[src/rtl/dff_en_rr_arbiter.sv]
// Round-robin arbiter in front of a shared enable-gated W-bit register.
// The winner's data is loaded on the edge it is granted. A requester that
// asks for lock can take up to MAX_HOLD grants in a row before it must
// rotate.
//
// state     | meaning
// ----------+-------------------------------------------------------------
// ST_IDLE   | rotating arbitration, scanning from ptr+1 with wrap
// ST_LOCKED | burst in progress, only the current owner can be granted
module dff_en_rr_arbiter #(
    parameter int NREQ     = 4,
    parameter int W        = 8,
    parameter int MAX_HOLD = 4,
    localparam int OW      = (NREQ > 1) ? $clog2(NREQ) : 1
) (
    input  logic              clk,
    input  logic              reset,
    input  logic [NREQ-1:0]   req,
    input  logic [NREQ-1:0]   lock,
    input  logic [NREQ*W-1:0] d,
    output logic [NREQ-1:0]   gnt,
    output logic [W-1:0]      q,
    output logic [OW-1:0]     owner,
    output logic              locked
);

    // The hold counter never needs to reach MAX_HOLD. The burst ends on the
    // grant that finds the counter at MAX_HOLD-1.
    localparam int            HW        = (MAX_HOLD > 1) ? $clog2(MAX_HOLD) : 1;
    localparam logic [HW-1:0] HOLD_LAST = HW'(MAX_HOLD - 1);

    localparam logic [0:0] ST_IDLE   = 1'b0;
    localparam logic [0:0] ST_LOCKED = 1'b1;

    logic [0:0]      state_q, state_d;
    logic [HW-1:0]   hold_cnt_q, hold_cnt_d;
    logic [OW-1:0]   ptr_q, ptr_d;
    logic [OW-1:0]   owner_q, owner_d;
    logic [W-1:0]    q_q, q_d;
    logic [NREQ-1:0] gnt_q, gnt_d;

    logic            win_vld;
    logic [OW-1:0]   win_idx;
    logic [OW-1:0]   cand;
    int              idx;

    // Pick this cycle's winner. A lock burst shuts out every other requester.
    always_comb begin
        win_vld = 1'b0;
        win_idx = '0;
        cand    = '0;
        idx     = 0;
        if (state_q == ST_LOCKED) begin
            if (req[owner_q]) begin
                win_vld = 1'b1;
                win_idx = owner_q;
            end
        end else begin
            for (int i = 1; i <= NREQ; i++) begin
                idx = int'(ptr_q) + i;
                if (idx >= NREQ) idx = idx - NREQ;
                cand = OW'(idx);
                if (!win_vld && req[cand]) begin
                    win_vld = 1'b1;
                    win_idx = cand;
                end
            end
        end
    end

    // Register enable/data select, and the lock burst FSM.
    always_comb begin
        state_d    = state_q;
        hold_cnt_d = hold_cnt_q;
        ptr_d      = ptr_q;
        owner_d    = owner_q;
        q_d        = q_q;
        gnt_d      = '0;

        if (win_vld) begin
            q_d            = d[win_idx*W +: W];
            gnt_d[win_idx] = 1'b1;
            owner_d        = win_idx;
            ptr_d          = win_idx;
        end

        if (state_q == ST_IDLE) begin
            if (win_vld && lock[win_idx] && (MAX_HOLD > 1)) begin
                state_d    = ST_LOCKED;
                hold_cnt_d = HW'(1);
            end
        end else begin
            if (win_vld && lock[win_idx] && (hold_cnt_q < HOLD_LAST)) begin
                hold_cnt_d = hold_cnt_q + 1'b1;
            end else begin
                // The owner dropped its request, dropped lock, or used up its
                // burst. Any grant made on this edge still stands.
                state_d    = ST_IDLE;
                hold_cnt_d = '0;
            end
        end
    end

    // State flops. ptr resets to NREQ-1 so the first scan starts at requester 0.
    always_ff @(posedge clk or negedge reset) begin
        if (!reset) begin
            state_q    <= ST_IDLE;
            hold_cnt_q <= '0;
            ptr_q      <= OW'(NREQ - 1);
            owner_q    <= '0;
            q_q        <= '0;
            gnt_q      <= '0;
        end else begin
            state_q    <= state_d;
            hold_cnt_q <= hold_cnt_d;
            ptr_q      <= ptr_d;
            owner_q    <= owner_d;
            q_q        <= q_d;
            gnt_q      <= gnt_d;
        end
    end

    assign gnt    = gnt_q;
    assign q      = q_q;
    assign owner  = owner_q;
    assign locked = (state_q == ST_LOCKED);

endmodule
[config.mk]
export PLATFORM = sky130hd
export DESIGN_NAME = dff_en_rr_arbiter
export DESIGN_NICKNAME = d
export VERILOG_FILES = /design/src/rtl/dff_en_rr_arbiter.sv
export SDC_FILE = /design/constraint.sdc
export NUM_CORES = 1
export LEC_CHECK = 0
export CAP_MARGIN = 25
export CORE_UTILIZATION = 45
export DETAILED_ROUTE_END_ITERATION = 12
export GPL_TIMING_DRIVEN = 0
export PLACE_DENSITY_LB_ADDON = 0.3
export SYNTH_ARGS = -nofsm -noshare
export SYNTH_HDL_FRONTEND = slang
export SYNTH_SLANG_ARGS = --single-unit
[constraint.sdc]
create_clock -name clk -period 4 [get_ports clk]
set_clock_uncertainty 0.05 [all_clocks]
set_input_delay 0.4 -clock clk [delete_from_list [all_inputs] [get_ports clk]]
set_output_delay 0.4 -clock clk [all_outputs]
set_load 0.1 [all_outputs]
==> out/metrics.csv, run 1 <==
stage,metric,value,unit
global_routing,first-pass GRT wire length,5480,um
timing,final hold vios,0,
die,I/O pin total,57,
timing,Max Freq,409,MHz
logic_synthesis,Synth Area in Adders,0.949,%
timing,Slew headroom,34.2,%
worst_setup_path,Critical Path AT,2610,ps
die,chip width,56.1,um
die,num rows,19,
logic_synthesis,Synth Area per Inst,10.1,um2
drt,routed vias/inst,5.64,
cells_and_area,area of the multi-input gates,783,um2
logic_synthesis,proportion of synthesized area in mux cells,15.9,%
logic_synthesis,yosys warns,0,
global_routing,M1 GR Usage,26.8,%
die,die outline area,0.00315,mm2
cells_and_area,fill count,214,
cts,CTS root buf,clkbuf_4,
outcome,status,finished clean,
logic_synthesis,XOR/XNOR Fraction of Synth Area,0,%
logic_synthesis,Synth cell types,42,
drt,first drt pass iteration count,4,
drt,Post-Route WL,3270,um
placed_design,DPL Wire Length,2510,um
cells_and_area,register area,478,um2
cts,post-cts resize count,0,
cts,CTS tree,done,
worst_setup_path,Worst Setup End Kind,flop,
cts,Worst-path clk slew,100,ps
logic_synthesis,syn nets,174,
worst_setup_path,crit path launch type,primary input,
cts,Worst-Skew Late Latency,300,ps
worst_setup_path,critical path type,in2reg,
cells_and_area,most frequent cells in the layout,"clkdlybuf4s50_1, nor2_1, mux2i_1",
drt,Detail Route Antenna Nets,0,
cts,clock buffer count from CTS,3,
global_routing,vias in the first global route,1236,
cts,Post-CTS Setup Bufs,0,
drt,DR iter-0 viols,51,
placed_design,GPL Wtd Cong,0.857,
global_routing,met2 Usage GRT,38.3,%
cells_and_area,ant diodes,0,
logic_synthesis,top_reg_cell synth,dfrtp_1,
drt,DRC viols,0,
logic_synthesis,Syn Std Cell Area,0.00132,mm2
cells_and_area,nets,235,
cells_and_area,area delta synth->final,47.4,%
die,core area,0.00276,mm2
cts,CTS H-tree depth,1,
drt,DR vias,1252,
logic_synthesis,"FFs w/ async S/R, synth",100,%
logic_synthesis,sequential cell area fraction in the yosys report,36.2,%
timing,Slew @ Worst Pin,984,ps
worst_setup_path,CP Cell Sequence,clkdlybuf4s50_1 > mux2i_1 > o22ai_1 > or2_1 > clkbuf_1 > and2_1 > buf_4 > a221oi_2,
logic_synthesis,Post-synth EDFFs,0,
timing,period utilization,61.1,%
cts,deepest clock path buffer count,2,
logic_synthesis,Post-Syn Instances,131,
timing,final setup vio count,0,
worst_setup_path,CP top delay family,buffers and inverters,
global_routing,M3 GR Usage,4.65,%
cts,TritonCTS Sinks,19,
global_routing,initial antenna violation count,0,
timing,minimum clock period,2440,ps
worst_setup_path,Critical Path Max Stage Delay,490,ps
global_routing,gr busiest metal,met2,
cells_and_area,"leading cell type in the layout, fill and taps excluded",clkdlybuf4s50_1,
worst_setup_path,WP buf/inv,3,
logic_synthesis,main combinational cell family by area after synthesis,compound AO/OA/AOI/OAI gates,
job,Max Cap Violations,0,
worst_setup_path,CP max FO,10,
logic_synthesis,Synth Area in Simple Gates,20.1,%
die,Starting Density,47.8,%
cts,Post-CTS Hold Fix Bufs,0,
die,die height,56.1,um
global_routing,gr usage total,22.3,%
timing,Final Slew Violations,0,
logic_synthesis,post-synthesis register bit count,19,
placed_design,number of I/O port buffers,56,
logic_synthesis,Compound-Gate Fraction of Synth Area,22.4,%
worst_setup_path,WP data required,4170,ps
hold_path,HP Class,reg2reg,
worst_setup_path,"Max stage delay cell, worst path",clkdlybuf4s50_1,
cells_and_area,final cell count without fillers,222,
drt,drt wl/cell,14.7,um
cells_and_area,share of cells above drive strength 1,12.0,%
timing,RSZ-0062 raised after global routing,false,
timing,WHS,479,ps
placed_design,Placed Cells incl. Taps,218,
global_routing,largest net degree at the start of global routing,20,
timing,final setup TNS,0,ps
global_routing,grt ovf,0,
## layer usage
metal  vias to the layer above  wire length [um]
li1                        610                 -
met1                       587              1380
met2                        48              1600
met3                         7               213
met4                         0                74
met5                         -                 0
## cell type report
type	count	share of cell area, %
multi-input combinational	102	40.3
timing repair buffer	56	28.8
sequential	19	24.6
buffer	8	2.57
tap	31	1.99
clock buffer	4	1.35
inverter	2	0.386
## kinds of logic (layout without fill, tap and decap cells)
| kind of cell | after synthesis | in the layout |
|---|---|---|
| simple gates | 50 | 50 |
| compound gates | 30 | 30 |
| flops | 19 | 19 |
| fa+ha+maj | 1 | 1 |
| buf+inv | 10 | 70 |
| mux | 21 | 21 |
## sequential cells by signal, indices dropped and copies added, names as in the netlist
signal / cells
locked: 1
q: 8
gnt: 4
hold_cnt_q: 2
ptr_q: 2
owner: 2
## synth_stat cells, types with 2 or more instances
library cell	n	area, um2
inv_1	2	7.51
a21oi_1	2	10.0
a221oi_2	8	120
o311a_1	2	20.0
nand2_1	6	22.5
clkbuf_1	4	15.0
buf_4	2	15.0
dfrtp_1	17	425
o21ai_0	3	15.0
o21ai_1	2	10.0
nand2b_1	5	31.3
mux2i_1	21	210
nor2b_1	2	12.5
nor3_1	2	10.0
and2_1	2	12.5
o211ai_1	2	15.0
o221ai_1	2	17.5
dfstp_2	2	52.6
nor2_1	21	78.8
or2_1	2	12.5
## per-stage QoR
step           setup slack (ps)  cell area [um2]  utilization (%)
6_report                   1560             1940             70.5
5_1_grt                    1380             1940             70.5
4_1_cts                    1580             1940             70.5
3_5_place_dp               1290             1920             69.6
3_3_place_gp               1340             1920             69.6
2_1_floorplan              1370             1320                -
## worst paths after layout
| path | start | to | slack (ps) | cells past startpoint |
|---|---|---|---|---|
| max | req[3] | q[6] | 1560 | 8 |
| min | hold_cnt_q[0] | hold_cnt_q[0] | 480 | 1 |
| max reg2reg | owner[0] | q[6] | 1610 | 7 |
| min reg2reg | hold_cnt_q[0] | hold_cnt_q[0] | 480 | 1 |
| max in group asynchronous | reset | gnt[2] | 2860 | 1 |
| min in group asynchronous | reset | q[4] | 520 | 1 |
Power of run 1 is left out: the tool's default activity adds up to more than one toggle a clock period on the data nets, which glitch-free logic cannot reach.
==> inputs of run 2 (changes only) <==
--- a/config.mk
+++ b/config.mk
@@ -6,7 +6,7 @@
 export NUM_CORES = 1
 export LEC_CHECK = 0
 export CAP_MARGIN = 25
-export CORE_UTILIZATION = 45
+export CORE_UTILIZATION = 42
 export DETAILED_ROUTE_END_ITERATION = 12
 export GPL_TIMING_DRIVEN = 0
 export PLACE_DENSITY_LB_ADDON = 0.3
==> constraint.sdc (replaced) <==
create_clock -name clk -period 2.3 [get_ports clk]
set_clock_uncertainty 0.05 [all_clocks]
set_input_delay 0.23 -clock clk [delete_from_list [all_inputs] [get_ports clk]]
set_output_delay 0.23 -clock clk [all_outputs]
set_load 0.1 [all_outputs]
==> run 2 against run 1 <==
Effect of this change: the run now ends with design-rule violations left; critical path depth shrank 7; sequential cell count stayed put; first-iteration DRC count is 24% higher; hold slack worse by 120 ps; global-route usage is 0.44 points higher; die area is 6.9% higher; critical path type is now reg2out; utilization is 0.24 points lower; worst setup slack worse by 1500 ps; non-clock buffer count decreased by 1; largest cell class unchanged; cell count decreased by 0.45%; count of clock-buffer cells in the layout decreased by 1.
==> out/metrics.csv, run 2 (synthesis results as in run 1) <==
stage,metric,value,unit,change
global_routing,grt ovf,0,,unchanged
cts,clock buffer count from CTS,3,,unchanged
timing,Max Freq,450,MHz,
outcome,failing checks,design-rule violations,,
global_routing,initial antenna violation count,0,,unchanged
cells_and_area,most frequent cells in the layout,"clkdlybuf4s50_1, nor2_1, mux2i_1",,unchanged
cts,Worst-Skew Late Latency,300,ps,about the same
worst_setup_path,CP max FO,6,,was 10
timing,final setup vio count,0,,unchanged
die,die outline area,0.00337,mm2,was 0.00315 mm2
timing,period utilization,96.7,%,
drt,drt wl/cell,15.9,um,was 14.7 um
global_routing,largest net degree at the start of global routing,20,,unchanged
worst_setup_path,WP data required,2020,ps,was 4170 ps
global_routing,first-pass GRT wire length,5820,um,was 5480 um
worst_setup_path,crit path launch type,flop,,was primary input
worst_setup_path,CP Cell Sequence,clkdlybuf4s50_1,,was clkdlybuf4s50_1 > mux2i_1 > o22ai_1 > or2_1 > clkbuf_1 > and2_1 > buf_4 > a221oi_2
drt,routed vias/inst,5.81,,was 5.64
cts,Post-CTS Hold Fix Bufs,0,,unchanged
cts,CTS tree,done,,unchanged
worst_setup_path,Critical Path AT,1940,ps,was 2610 ps
timing,minimum clock period,2220,ps,
die,chip width,58.0,um,was 56.1 um
cts,TritonCTS Sinks,19,,unchanged
placed_design,GPL Wtd Cong,0.838,,was 0.857
global_routing,gr usage total,22.7,%,was 22.3%
cts,Worst-path clk slew,110,ps,was 100 ps
die,die height,58.0,um,was 56.1 um
worst_setup_path,WP buf/inv,1,,was 3
outcome,status,"complete, but fails checks",,was finished clean
job,Max Cap Violations,0,,unchanged
die,Starting Density,46.2,%,was 47.8%
drt,DR iter-0 viols,63,,was 51
cells_and_area,ant diodes,0,,unchanged
drt,DR vias,1283,,was 1252
drt,Post-Route WL,3520,um,was 3270 um
die,num rows,19,,unchanged
cts,CTS root buf,clkbuf_4,,unchanged
worst_setup_path,Worst Setup End Kind,output pin,,was flop
worst_setup_path,CP top delay family,buffers and inverters,,unchanged
timing,Slew headroom,33.3,%,was 34.2%
die,core area,0.00285,mm2,was 0.00276 mm2
placed_design,DPL Wire Length,2730,um,was 2510 um
global_routing,vias in the first global route,1291,,was 1236
cells_and_area,nets,234,,was 235
die,I/O pin total,57,,unchanged
cells_and_area,share of cells above drive strength 1,19.5,%,was 12.0%
drt,Detail Route Antenna Nets,0,,unchanged
cts,CTS H-tree depth,1,,unchanged
drt,DRC viols,3,,was 0
cts,deepest clock path buffer count,2,,unchanged
worst_setup_path,critical path type,reg2out,,was in2reg
cells_and_area,max reg flops,8,,unchanged
placed_design,area post-placement,0.00192,mm2,about the same
drt,first drt pass iteration count,10,,was 4
timing,Slew @ Worst Pin,997,ps,was 984 ps
timing,Final Slew Violations,0,,unchanged
worst_setup_path,"Max stage delay cell, worst path",clkdlybuf4s50_1,,unchanged
worst_setup_path,Critical Path Max Stage Delay,1150,ps,was 490 ps
cells_and_area,"leading cell type in the layout, fill and taps excluded",clkdlybuf4s50_1,,unchanged
placed_design,number of I/O port buffers,56,,unchanged
cells_and_area,fin area,0.00200,mm2,was 0.00194 mm2
cells_and_area,area delta synth->final,52.0,%,was 47.4%
timing,final hold vios,0,,unchanged
hold_path,HP Class,in2async,,was reg2reg
-- run 2: cell types whose count changed in the layout (fill, tap and decap cells not counted), sizes merged --
cell	change
clkdlybuf4s50	-1
clkbuf	-3
buf	+1
clkinv	+1
dlymetal6s2s	+1
-- run 2: final cells by class --
cell class	instances	area (um2)
fillers	225	848
inverters	2	7.51
plain buffers	6	47.5
multi-input cells	102	828
well taps	31	38.8
clock inverters	1	5.00
clock buffers	3	22.5
flip-flops and latches	19	484
repair buffers	57	571
-- run 2: stage by stage --
stage / setup TNS (ps) / setup slack, ps / instances / utilization [%] / hold slack (ps)
floorplan: 0 / 83.6 / 131 / - / -116
global placement: -2040 / -183 / 218 / 67.5 / 446
detailed placement: -2660 / -252 / 218 / 67.5 / 464
CTS: 0 / 4.99 / 221 / 68.4 / 385
global route: -6.35 / -6.35 / 221 / 70.3 / 413
finish: 0 / 76.2 / 221 / 70.3 / 355
-- run 2: worst paths after layout --
check	startpoint	end	slack [ps]	depth (start not counted)
worst min-delay path	reset	gnt[1]	360	1
min in group clk	hold_cnt_q[0]	hold_cnt_q[0]	490	1
worst max register to register	ptr_q[1]	q[1]	80	8
worst min register to register	hold_cnt_q[0]	hold_cnt_q[0]	490	1
max in group asynchronous	reset	owner[0]	1230	1
worst max-delay path	owner[0]	owner[0]	80	1
-- run 2: layer usage --
layer / global-route usage [%] / share of wire, % / vias up / wire, um
met2: 40.4 / 53 / 59 / 1870
met5: 0 / 0 / - / 0
met1: 27.7 / 40 / 614 / 1420
met4: 8.84 / 0.82 / 0 / 29
met3: 3.35 / 5.7 / 4 / 200
li1: - / - / 606 / -
-- run 2: timing repair --
| action | 4_1_cts | 5_1_grt |
|---|---|---|
| setup endpoints to repair | 3 | 14 |
| endpoints found under the hold margin | 0 | 0 |
| gates cloned | 0 | 0 |
| resized for setup | 1 | 12 |
| setup buffers | 0 | 1 |
Power of run 2 is left out for the same reason.
